==> src/rtl/noc_pkg.sv <==
// Shared mesh-router definitions: flit type encodings, port indices and arbiter states.
package noc_pkg;

    localparam logic [2:0] HEADER  = 3'b001;
    localparam logic [2:0] PAYLOAD = 3'b010;
    localparam logic [2:0] TAIL    = 3'b100;

    typedef enum logic [2:0] {P_N, P_E, P_W, P_S, P_L} port_t;

    typedef enum logic {IDLE, LOCKED} arb_state_t;

    function automatic logic flit_legal(input logic [2:0] f);
        return (f == HEADER) || (f == PAYLOAD) || (f == TAIL);
    endfunction

endpackage

==> src/rtl/rr_pick.sv <==
// Combinational round-robin picker: first set bit of cand at or after ptr, wrapping.
module rr_pick #(
    parameter int unsigned N  = 5,
    parameter int unsigned IW = $clog2(N)
) (
    input  logic [N-1:0]  cand,
    input  logic [IW-1:0] ptr,
    output logic          any,
    output logic [IW-1:0] idx,
    output logic [N-1:0]  onehot
);

    always_comb begin
        int unsigned j;
        logic [IW-1:0] jj;
        any    = 1'b0;
        idx    = '0;
        onehot = '0;
        j      = 0;
        jj     = '0;
        for (int unsigned k = 0; k < N; k++) begin
            j = 32'(ptr) + k;
            if (j >= N) begin
                j = j - N;
            end
            jj = IW'(j);
            if (!any && cand[jj]) begin
                any        = 1'b1;
                idx        = jj;
                onehot[jj] = 1'b1;
            end
        end
    end

endmodule

==> src/rtl/out_port_arbiter.sv <==
// Per-output-port arbiter: packet-locked round-robin grant, crossbar select,
// input pop strobes and downstream credit tracking with a sticky error flag.
module out_port_arbiter
    import noc_pkg::*;
#(
    parameter int unsigned NPORTS  = 5,
    parameter int unsigned CREDITS = 4,
    parameter int unsigned CW      = 3
) (
    input  logic                  clk,
    input  logic                  rst,
    input  logic [NPORTS-1:0]     req,
    input  logic [NPORTS-1:0]     valid,
    input  logic [3*NPORTS-1:0]   flit_id,
    input  logic                  credit_in,
    output logic [NPORTS-1:0]     grant,
    output logic [2:0]            sel,
    output logic [NPORTS-1:0]     pop,
    output logic                  vld_out,
    output logic [CW-1:0]         credits,
    output logic                  err
);

    localparam int unsigned SW = 3;

    arb_state_t        state;
    logic [SW-1:0]     ptr_q;
    logic              first_q;
    logic [NPORTS-1:0] cand;
    logic [2:0]        owner_flit;
    logic              pick_any;
    logic [SW-1:0]     pick_idx;
    logic [NPORTS-1:0] pick_onehot;
    logic              credits_nz;
    logic [CW-1:0]     credits_d;
    logic              credit_ovf;

    always_comb begin
        cand       = '0;
        owner_flit = '0;
        for (int i = 0; i < NPORTS; i++) begin
            cand[i] = req[i] & valid[i] & (flit_id[3*i +: 3] == HEADER);
            if (grant[i]) begin
                owner_flit = flit_id[3*i +: 3];
            end
        end
    end

    rr_pick #(
        .N  (NPORTS),
        .IW (SW)
    ) u_rr_pick (
        .cand   (cand),
        .ptr    (ptr_q),
        .any    (pick_any),
        .idx    (pick_idx),
        .onehot (pick_onehot)
    );

    assign credits_nz = (credits != '0);
    assign pop        = grant & valid & {NPORTS{credits_nz}};
    assign vld_out    = |pop;

    // Simultaneous send and return cancel; a return on a full counter is dropped.
    always_comb begin
        credits_d  = credits;
        credit_ovf = 1'b0;
        unique case ({vld_out, credit_in})
            2'b10: credits_d = credits - CW'(1);
            2'b01: begin
                if (credits == CW'(CREDITS)) begin
                    credit_ovf = 1'b1;
                end else begin
                    credits_d = credits + CW'(1);
                end
            end
            default: credits_d = credits;
        endcase
    end

    always_ff @(posedge clk) begin
        if (rst) begin
            state   <= IDLE;
            grant   <= '0;
            sel     <= '0;
            ptr_q   <= '0;
            first_q <= 1'b0;
            credits <= CW'(CREDITS);
            err     <= 1'b0;
        end else begin
            credits <= credits_d;
            if (credit_ovf) begin
                err <= 1'b1;
            end
            unique case (state)
                IDLE: begin
                    if (pick_any) begin
                        grant   <= pick_onehot;
                        sel     <= pick_idx;
                        first_q <= 1'b1;
                        state   <= LOCKED;
                    end
                end
                LOCKED: begin
                    if (vld_out) begin
                        first_q <= 1'b0;
                        // A second HEADER inside a packet, or an unknown code, is a protocol error.
                        if ((!first_q && owner_flit == HEADER) || !flit_legal(owner_flit)) begin
                            err <= 1'b1;
                        end
                        if (owner_flit == TAIL) begin
                            state <= IDLE;
                            grant <= '0;
                            ptr_q <= (sel == SW'(NPORTS - 1)) ? '0 : sel + SW'(1);
                        end
                    end
                end
                default: state <= IDLE;
            endcase
        end
    end

endmodule

==> config.mk <==
export PLATFORM = sky130hd
export DESIGN_NAME = out_port_arbiter
export DESIGN_NICKNAME = d
export VERILOG_FILES = /design/src/rtl/noc_pkg.sv /design/src/rtl/rr_pick.sv /design/src/rtl/out_port_arbiter.sv
export SDC_FILE = /design/constraint.sdc
export NUM_CORES = 1
export LEC_CHECK = 0
export CORE_MARGIN = 4
export CORE_UTILIZATION = 52
export CTS_BUF_LIST = sky130_fd_sc_hd__clkbuf_8 sky130_fd_sc_hd__clkbuf_16
export CTS_CLUSTER_SIZE = 30
export DETAILED_ROUTE_END_ITERATION = 10
export PLACE_DENSITY = 0.9
export SLEW_MARGIN = 15
export SYNTH_ARGS = -nofsm -noshare
export SYNTH_HDL_FRONTEND = slang
export SYNTH_SLANG_ARGS = --single-unit
==> constraint.sdc <==
create_clock -name clk -period 3.8 [get_ports clk]
set_input_delay 0.38 -clock clk [delete_from_list [all_inputs] [get_ports clk]]
set_output_delay 0.38 -clock clk [all_outputs]
set_load 0.005 [all_outputs]
* Word level (Yosys, flattened, before mapping) *
Index checks and enable logic that the tools add are counted.

cells by class
  multiplexer cells = 65
  order comparisons = 15
  add/subtract/negate cells = 12
  reductions and logical operators = 27
  equal/unequal tests = 16
  bitwise operators = 17

operators by type and width
  operator                                                            count
  2-to-1 mux 3 bit                                                    17
  2-to-1 mux 5 bit                                                    8
  2-to-1 mux 1 bit                                                    26
  < comparator 3 x 4 -> 1 bit (second input constant)                 5
  bitwise OR 5 bit                                                    4
  equality test 3 x 1 -> 1 bit (second input constant)                6
  greater-or-equal comparator 4 x 3 -> 1 bit (second input constant)  4
  binary-select mux 1 bit (select 3 bit)                              5
  demux 1 bit (select 3 bit)                                          5
  greater-or-equal comparator 3 x 1 -> 1 bit (second input constant)  5
  subtractor 3 bit (second input constant)                            5
  AND 1 bit                                                           10
  AND 5 bit                                                           2
  logical AND 1 bit                                                   10
  case mux 5 bit (2 select lines)                                     1
  equality test 3 bit (second input constant)                         3
  adder 3 x 2 -> 4 bit (second input constant)                        2
  adder 3 x 1 -> 3 bit (second input constant)                        2
  zero test 1 bit                                                     6
  inequality test 2 bit (second input constant)                       3
  case mux 3 bit (2 select lines)                                     1
  AND reduction 2 bit                                                 3
  AND reduction 3 bit                                                 2
  OR reduction 5 bit                                                  1
  13 further kinds                                                    16

storage, ports and cells
  register bits after elaboration = 17
  word-level logic and storage cells = 159

* Depth between registers and ports, before layout *
Gate-level depths: netlist of run 1.

  depth after elaboration = 19
  mapped depth = 16
  mapped depth without buffers = 13

* Hierarchy *
From an unflattened synthesis of run 1, not the netlist that was laid out.

unflattened totals
  cell total of the unflattened synthesis = 314
  area total of the unflattened synthesis = 2374.8 sq um

by module, submodules not included
  module            area an instance (sq um)  cells each  times used  seq. area each (sq um)
  rr_pick           1258.7                    176         1           0.0
  out_port_arbiter  1116.1                    138         1           340.3

* Least setup slack after synthesis of run 1 *
Ideal clock, no wire load.

  kind = reg-to-reg
  start = register ptr_q[0]
  end = register sel[1]
  setup slack = 0.512 ns
  data required time = 3.727 ns
  cell stages (with the launch flop) = 15
  path buffers = 3
  arrival time = 3.214 ns
  period minus slack after synthesis = 3.288 ns
  path through = dfxtp_1 -> buf_6 -> inv_1 -> ha_1 -> ha_1 -> clkbuf_1 -> o22ai_1 -> and2_1 -> a22oi_2 -> nand3_2 -> or2_1 -> buf_6 -> or3_1 -> a2111o_1 -> o211ai_2

on the way
  longest elaborated chain between the ends = 18
  elaborated cells between the ends (all ways) = 48
  classes of those cells = add/sub: 9; order compare: 5; mux: 25; reduce/logical: 9

ends and longest elaborated chain
  element                                                                        RTL line                 source
  start, declared                                                                out_port_arbiter.sv:27   logic [SW-1:0] ptr_q;
  start signal, assigned                                                         out_port_arbiter.sv:114  ptr_q <= (sel == SW'(NPORTS - 1)) ? '0 : sel + SW'(1);
  parallel branches: the longest is 18 deep, another holds adder 3 x 1 -> 4 bit  -
  end signal, assigned                                                           out_port_arbiter.sv:99   sel <= pick_idx;
  end, declared                                                                  out_port_arbiter.sv:17   output logic [2:0] sel,

Several ways; the timed one is not identified. The select of a mux whose other input is x is not followed.
A chain may end at the register's enable or synchronous reset.

* Final worst setup path of run 1 *
Same ends and word-level chain as after synthesis.

==> impl_metrics.tcl, run 1 <==
set metrics [dict create \
    yosys_warnings 0 \
    post-route-period-util_pct 94.37 \
    dp_hpwl_um 5634 \
    maxCapViolCount 0 \
    required_ns 4.00 \
    synth_area_mm2 0.002215 \
    post_cts_buffers 0 \
    rsz0062_at_grt "no" \
    setup_violations 0 \
    startpoint_type "flip-flop" \
    dp_cells 386 \
    met2_length_um 3468 \
    grt_usage_pct 27.65 \
    seq_area_frac_synth_pct 15.37 \
    synth_flop_cell "dfxtp_1" \
    p_per_area_mw_per_mm2 250.6 \
    route.met3.wl_um 576 \
    worstMarginPinSlew_ns 0.6319 \
    routed_wl_um 7341 \
    peakVddDrop_uv 370.1 \
    die_x_um 73.26 \
    routabilityCongestion 1.023 \
    yosys.area.top_type_share_pct 15.37 \
    cp-end-kind "flip-flop" \
    outcome "finished, final reports clean" \
    p_leak_nw 1.028 \
    drtIter0Drc 265 \
    wl_met1_um 3114 \
    start_util_pct 54.58 \
    grt_pass1_wl_um 11960 \
    dieArea_mm2 0.005367 \
    drtPass1Iterations 6 \
    yosysUniqueCellTypes 70 \
    grt_max_degree 21 \
    hp-class "flip-flop to flip-flop" \
    clock_path_buffers 2 \
    final_max_slew_viol_count 0 \
    drc 0 \
    drive_above_1_share_pct 9.118 \
    antenna_cells 0 \
    yosys_register_bits 17 \
    final_cells 390 \
    io_pins 46 \
    hold_slack_ns 0.4872 \
    syn_avg_cell_area_um2 7.457 \
    syn-instance-count 297 \
    ant_nets 0 \
    worst-setup-path-type "flip-flop to flip-flop" \
    htreeDepth 1 \
    num_vias 2677 \
    async_flop_share_pct 0 \
    path_clk_slew_ns 0.08 \
    cts_root_buf "clkbuf_8" \
    cts.sink_count 17 \
    clock_latency_ns 0.27 \
    avgViaCountPerCell 6.864 \
    cp_max_fo 7 \
    num_rows 23 \
    synthTopCellsByArea "dfxtp_1 (15%), ha_1 (5.6%), a21oi_1 (5.4%), nand2_1 (4.1%), nor2_1 (3.7%)" \
    fin_crit_ns 3.586 \
    slew_headroom_pct 57.74 \
    grt_pass1_vias 2475 \
    cts-resized-gates 0 \
    synth_edf_count 0 \
    postCtsHoldBufs 0 \
    syn_to_final_growth_pct 26.72 \
    fmax_mhz 278.9 \
    coreArea_mm2 0.004058 \
    skew_ns 0.004851 \
    antenna_found_initial 0 \
    drt-wirelength-per-cell_um 18.82 \
    fin_setup_tns_ns 0 \
    cts_tree "built" \
    gr-total-overflow 0 \
    final_hold_viol_count 0 \
    port_buffers 45 \
    final_util_pct 69.16 \
    finalNetCount 381 \
    cts_made_buffers 3 \
    nFillCells 327 \
    synth_fp_nets 337 \
    dr.max_layer_used "met4" \
    die_height_um 73.26 \
    worstPathArrival_ns 3.79 \
    yosys.area.top_type "dfxtp_1" \
]
==> metrics by stage <==
| stage | cell area, um^2 | setup slack [ns] | power, mW |
|---|---|---|---|
| after global placement | 2705 | 0.3488 | 0.5381 |
| after global routing | 2806 | 0.04300 | 0.7525 |
| after CTS | 2754 | 0.1530 | 0.6929 |
| after detailed placement | 2705 | 0.1883 | 0.5478 |
| after floorplan | 2215 | 0.5124 | 0.4105 |
| final | 2806 | 0.2138 | 0.7032 |
==> routing by layer <==
metal  vias up  global-route usage, %
met5         -                      0
met2       154                  43.69
met1      1255                  38.18
met3        29                  5.335
li1       1239                      -
met4         0                  7.787
==> placed cells by master (no fill, tap or decap), types with 3 or more instances in the layout <==
cell and instances:
a211o_1 3, a211oi_1 7, a21o_1 4, a21oi_1 24
a221oi_1 6, a22o_1 3, a31oi_1 4, a41oi_1 3
and3_1 8, buf_4 6, clkbuf_8 3, clkdlybuf4s50_1 45
dfxtp_1 16, ha_1 10, inv_1 11, mux2i_1 5
nand2_1 24, nand2b_1 6, nand3_1 9, nand3b_1 3
nand4_1 4, nor2_1 22, nor2b_1 7, nor3_1 11
nor3b_1 3, nor4_1 4, nor4bb_1 5, o211ai_1 5
o21a_1 6, o21ai_0 10, or3_1 3, xnor2_1 4
==> worst max-delay path: stages (launching register included) <==
cell and delay, ns:
dfxtp_1 0.37, inv_1 0.21, ha_1 0.21, inv_1 0.06
fa_1 0.46, o21ai_0 0.33, a21oi_1 0.11, o211ai_1 0.29
o211ai_1 0.21, or2_1 0.38, or3_1 0.41, a2111o_1 0.40
o211ai_2 0.07
==> path summary, 6_finish.rpt <==
path / startpoint / to / slack (ns) / cells after the start
hold reg to reg: first_q / first_q / 0.49 / 2
hold / removal: first_q / first_q / 0.49 / 2
setup / recovery: ptr_q[0] / sel[1] / 0.21 / 12
setup reg to reg: ptr_q[0] / sel[1] / 0.21 / 12
==> cell usage after synthesis, drive strengths merged (6+ instances only) <==
master,instances
mux2i,7
a211oi,7
ha,10
nor2,23
nand3,10
o21ai,10
nand2b,6
dfxtp,17
buf,7
nor3,12
inv,12
o211ai,6
a21oi,25
a221oi,6
nor2b,7
o21a,6
and3,8
nand2,24
==> cells by family (layout without fill, tap and decap cells) <==
| family | Yosys count | count (layout) | synth area share, % |
|---|---|---|---|
| mux | 7 | 7 | 3.503 |
| buf+inv | 25 | 68 | 5.254 |
| compound gates | 104 | 104 | 34.07 |
| xor+xnor | 6 | 6 | 2.373 |
| fa+ha+maj | 12 | 12 | 7.458 |
| flops | 17 | 17 | 15.37 |
| simple gates | 126 | 126 | 31.98 |
==> report_power, final <==
group          total (mW)  internal [mW]  switching (mW)
clock               0.147         0.0742          0.0731
combinational       0.314          0.166           0.148
sequential          0.242          0.205          0.0363
total               0.703          0.446           0.257
==> layout make-up <==
type | instances | area [um^2] | area share (%)
multi-input cells | 255 | 1809 | 64.47
clock buffers | 3 | 41.29 | 1.471
flip-flops and latches | 17 | 341.6 | 12.17
well taps | 50 | 62.56 | 2.229
clock inverters | 1 | 7.507 | 0.2675
repair buffers | 51 | 495.5 | 17.65
inverters | 13 | 48.80 | 1.739
==> registers in the layout (all words and copies together), names as in the netlist <==
signal   count
credits      3
grant        5
ptr_q        3
sel          3
first_q      1
state        1
err          1
Note: power is estimated with default switching activity, not from simulation.
==> inputs of run 2 (changes only) <==
- CORE_UTILIZATION: 52 -> 54
- CTS_BUF_LIST: sky130_fd_sc_hd__clkbuf_8 sky130_fd_sc_hd__clkbuf_16 -> sky130_fd_sc_hd__clkbuf_2 sky130_fd_sc_hd__clkbuf_4 sky130_fd_sc_hd__clkbuf_8
- PLACE_DENSITY: 0.9 -> 0.84
==> run 2 against run 1 <==
Clock-buffer cell count is 1 higher. Sequential power hardly changed. Die area is 3.3% lower. Flip-flop and latch count stayed put. Non-clock buffer count stayed put. Maximum frequency is 1.7% higher. Setup slack better by 0.059 ns. Global-route usage is 0.35 points lower. Clock skew is 0.0041 ns higher. Largest power group unchanged.
==> impl_metrics.tcl, run 2 (synthesis results as in run 1) <==
set metrics [dict create \
    setup_violations 0 \
    skew_ns 0.008948 \
    gr-total-overflow 0 \
    clock_latency_ns 0.26 \
    final_cells 390 \
    syn_to_final_growth_pct 24.52 \
    dieArea_mm2 0.005190 \
    num_rows 23 \
    die_height_um 72.04 \
    postCtsHoldBufs 0 \
    drt-wirelength-per-cell_um 18.19 \
    cts_tree "built" \
    htreeDepth 1 \
    layout_commonest_cell "clkdlybuf4s50_1" \
    worstHoldStart "first_q" \
    dp_cells 386 \
    worstPathArrival_ns 3.64 \
    fmax_mhz 283.5 \
    cts.sink_count 17 \
    grt_pass1_vias 2447 \
    r2r-end "sel[2]" \
    routed_wl_um 7094 \
    io_pins 46 \
    p_int_mw 0.4511 \
    p_leak_nw 1.003 \
    cp-end-kind "flip-flop" \
    clock_path_buffers 2 \
    startpoint_type "flip-flop" \
    p_comb_share_pct 43.5 \
    outcome "finished, final reports clean" \
    rr_worst_depth 11 \
    maxCapViolCount 0 \
    switching_share_pct 35.10 \
    cts-resized-gates 0 \
    final_hold_viol_count 0 \
    post_cts_buffers 0 \
    final_cell_area_mm2 0.002758 \
    slew_headroom_pct 60.04 \
    total_switching_power_mw 0.2440 \
    coreArea_mm2 0.003971 \
    path_clk_slew_ns 0.07 \
    final_util_pct 69.44 \
    cts_root_buf "clkbuf_8" \
    routabilityCongestion 0.9452 \
    finalNetCount 381 \
    required_ns 3.91 \
    regMostFlops "grant" \
    cp_max_fo 14 \
    antenna_cells 0 \
    layout_common_cells "clkdlybuf4s50_1 (45), nand2_1 (24), a21oi_1 (24), nor2_1 (22), dfxtp_1 (16)" \
    die_x_um 72.04 \
    worstMarginPinSlew_ns 0.5975 \
    post-route-period-util_pct 92.81 \
    grt_max_degree 24 \
    grt_usage_pct 27.31 \
    antenna_found_initial 0 \
    crit_slowest_cell "dfxtp_1" \
    max_stage_delay_ns 0.65 \
    cts_made_buffers 3 \
    num_vias 2589 \
    grt_pass1_wl_um 11430 \
    rsz0062_at_grt "no" \
    drive_above_1_share_pct 8.235 \
    hp-class "flip-flop to flip-flop" \
    fin_crit_ns 3.527 \
    critPathLaunch "ptr_q[2]" \
    clkPwrFrac_pct 21.4 \
    ant_nets 0 \
    placed_area_mm2 0.002705 \
    peakVddDrop_uv 304.0 \
    drtIter0Drc 342 \
    fin_setup_tns_ns 0 \
    dp_hpwl_um 5622 \
    drtPass1Iterations 5 \
    hold_end "first_q" \
    seqPwrFrac_pct 35.1 \
    start_util_pct 55.77 \
    drc 0 \
    path_cells "ha_2 -> a21oi_2 -> mux2i_2 -> mux2i_1 -> a22oi_2 -> nand3_2 -> or2_1 -> o21bai_2 -> buf_4 -> o21bai_1 -> a21oi_1" \
    rrSetupSlack_ns 0.27 \
    largest_reg_flops 5 \
    hold_depth 2 \
    port_buffers 45 \
    avgViaCountPerCell 6.638 \
    p_per_area_mw_per_mm2 252.1 \
    worst-setup-path-type "flip-flop to flip-flop" \
    final_max_slew_viol_count 0 \
    reg2reg_from "ptr_q[2]" \
]
[run 2: how the worst max path moves through the flow]
stage / end / slack, ns / cells past startpoint
2_1_floorplan: sel[1] / 0.51 / 14
3_3_place_gp: sel[1] / 0.35 / 11
3_5_place_dp: sel[0] / 0.27 / 12
4_1_cts: sel[2] / 0.22 / 11
5_1_grt: sel[2] / 0.06 / 13
6_report: sel[2] / 0.27 / 11
[run 2: cell type report]
class / count / area [um^2]
flip-flops and latches: 17 / 341.6
multi-input cells: 255 / 1760
inverters: 13 / 48.80
repair buffers: 51 / 495.5
fillers: 357 / 1214
clock buffers: 4 / 48.80
well taps: 50 / 62.56
[run 2: metal layers]
| metal | share of wire (%) | vias up | GRT usage (%) | wire length, um |
|---|---|---|---|---|
| met3 | 5.4 | 27 | 3.186 | 386 |
| met2 | 47 | 111 | 44.39 | 3302 |
| li1 | - | 1242 | - | - |
| met1 | 45 | 1209 | 36.99 | 3171 |
| met5 | 0 | - | 0 | 0 |
| met4 | 3.3 | 0 | 10.44 | 235 |
[run 2: worst max-delay path: cells and delay by family (launching register included)]
kind            cells  cell delay, ns
buf+inv             1            0.24
fa+ha+maj           1            0.48
compound gates      5            0.90
simple gates        2            0.47
mux                 2            0.66
flops               1            0.65
[run 2: power groups by stage]
stage | clock network, mW | logic, mW | registers [mW]
floorplan | 0 | 0.170 | 0.240
global placement | 0 | 0.291 | 0.247
detailed placement | 0 | 0.297 | 0.247
CTS | 0.151 | 0.301 | 0.243
global route | 0.157 | 0.333 | 0.248
finish | 0.149 | 0.302 | 0.244
[run 2: through the flow]
step / worst slack [ns] / hold slack (ns) / total power, mW
2_1_floorplan: 0.5124 / 0.4362 / 0.4105
3_3_place_gp: 0.3525 / 0.4700 / 0.5380
3_5_place_dp: 0.2698 / 0.4661 / 0.5438
4_1_cts: 0.2231 / 0.4889 / 0.6957
5_1_grt: 0.05829 / 0.5012 / 0.7380
6_report: 0.2731 / 0.4885 / 0.6951
==> inputs of run 3 (changes only) <==
==> constraint.sdc (replaced) <==
create_clock -name clk -period 3.8 [get_ports clk]
set_input_delay 0.38 -clock clk [delete_from_list [all_inputs] [get_ports clk]]
set_output_delay 0.38 -clock clk [all_outputs]
set_load 0.02 [all_outputs]
==> results of run 3 <==
The final DEF is identical to that of run 2. Status: finished, final reports clean.
Main changes from that run: total power 0.6951 mW -> 0.7298 mW; worst IR drop on VDD 304.0 uV -> 310.4 uV
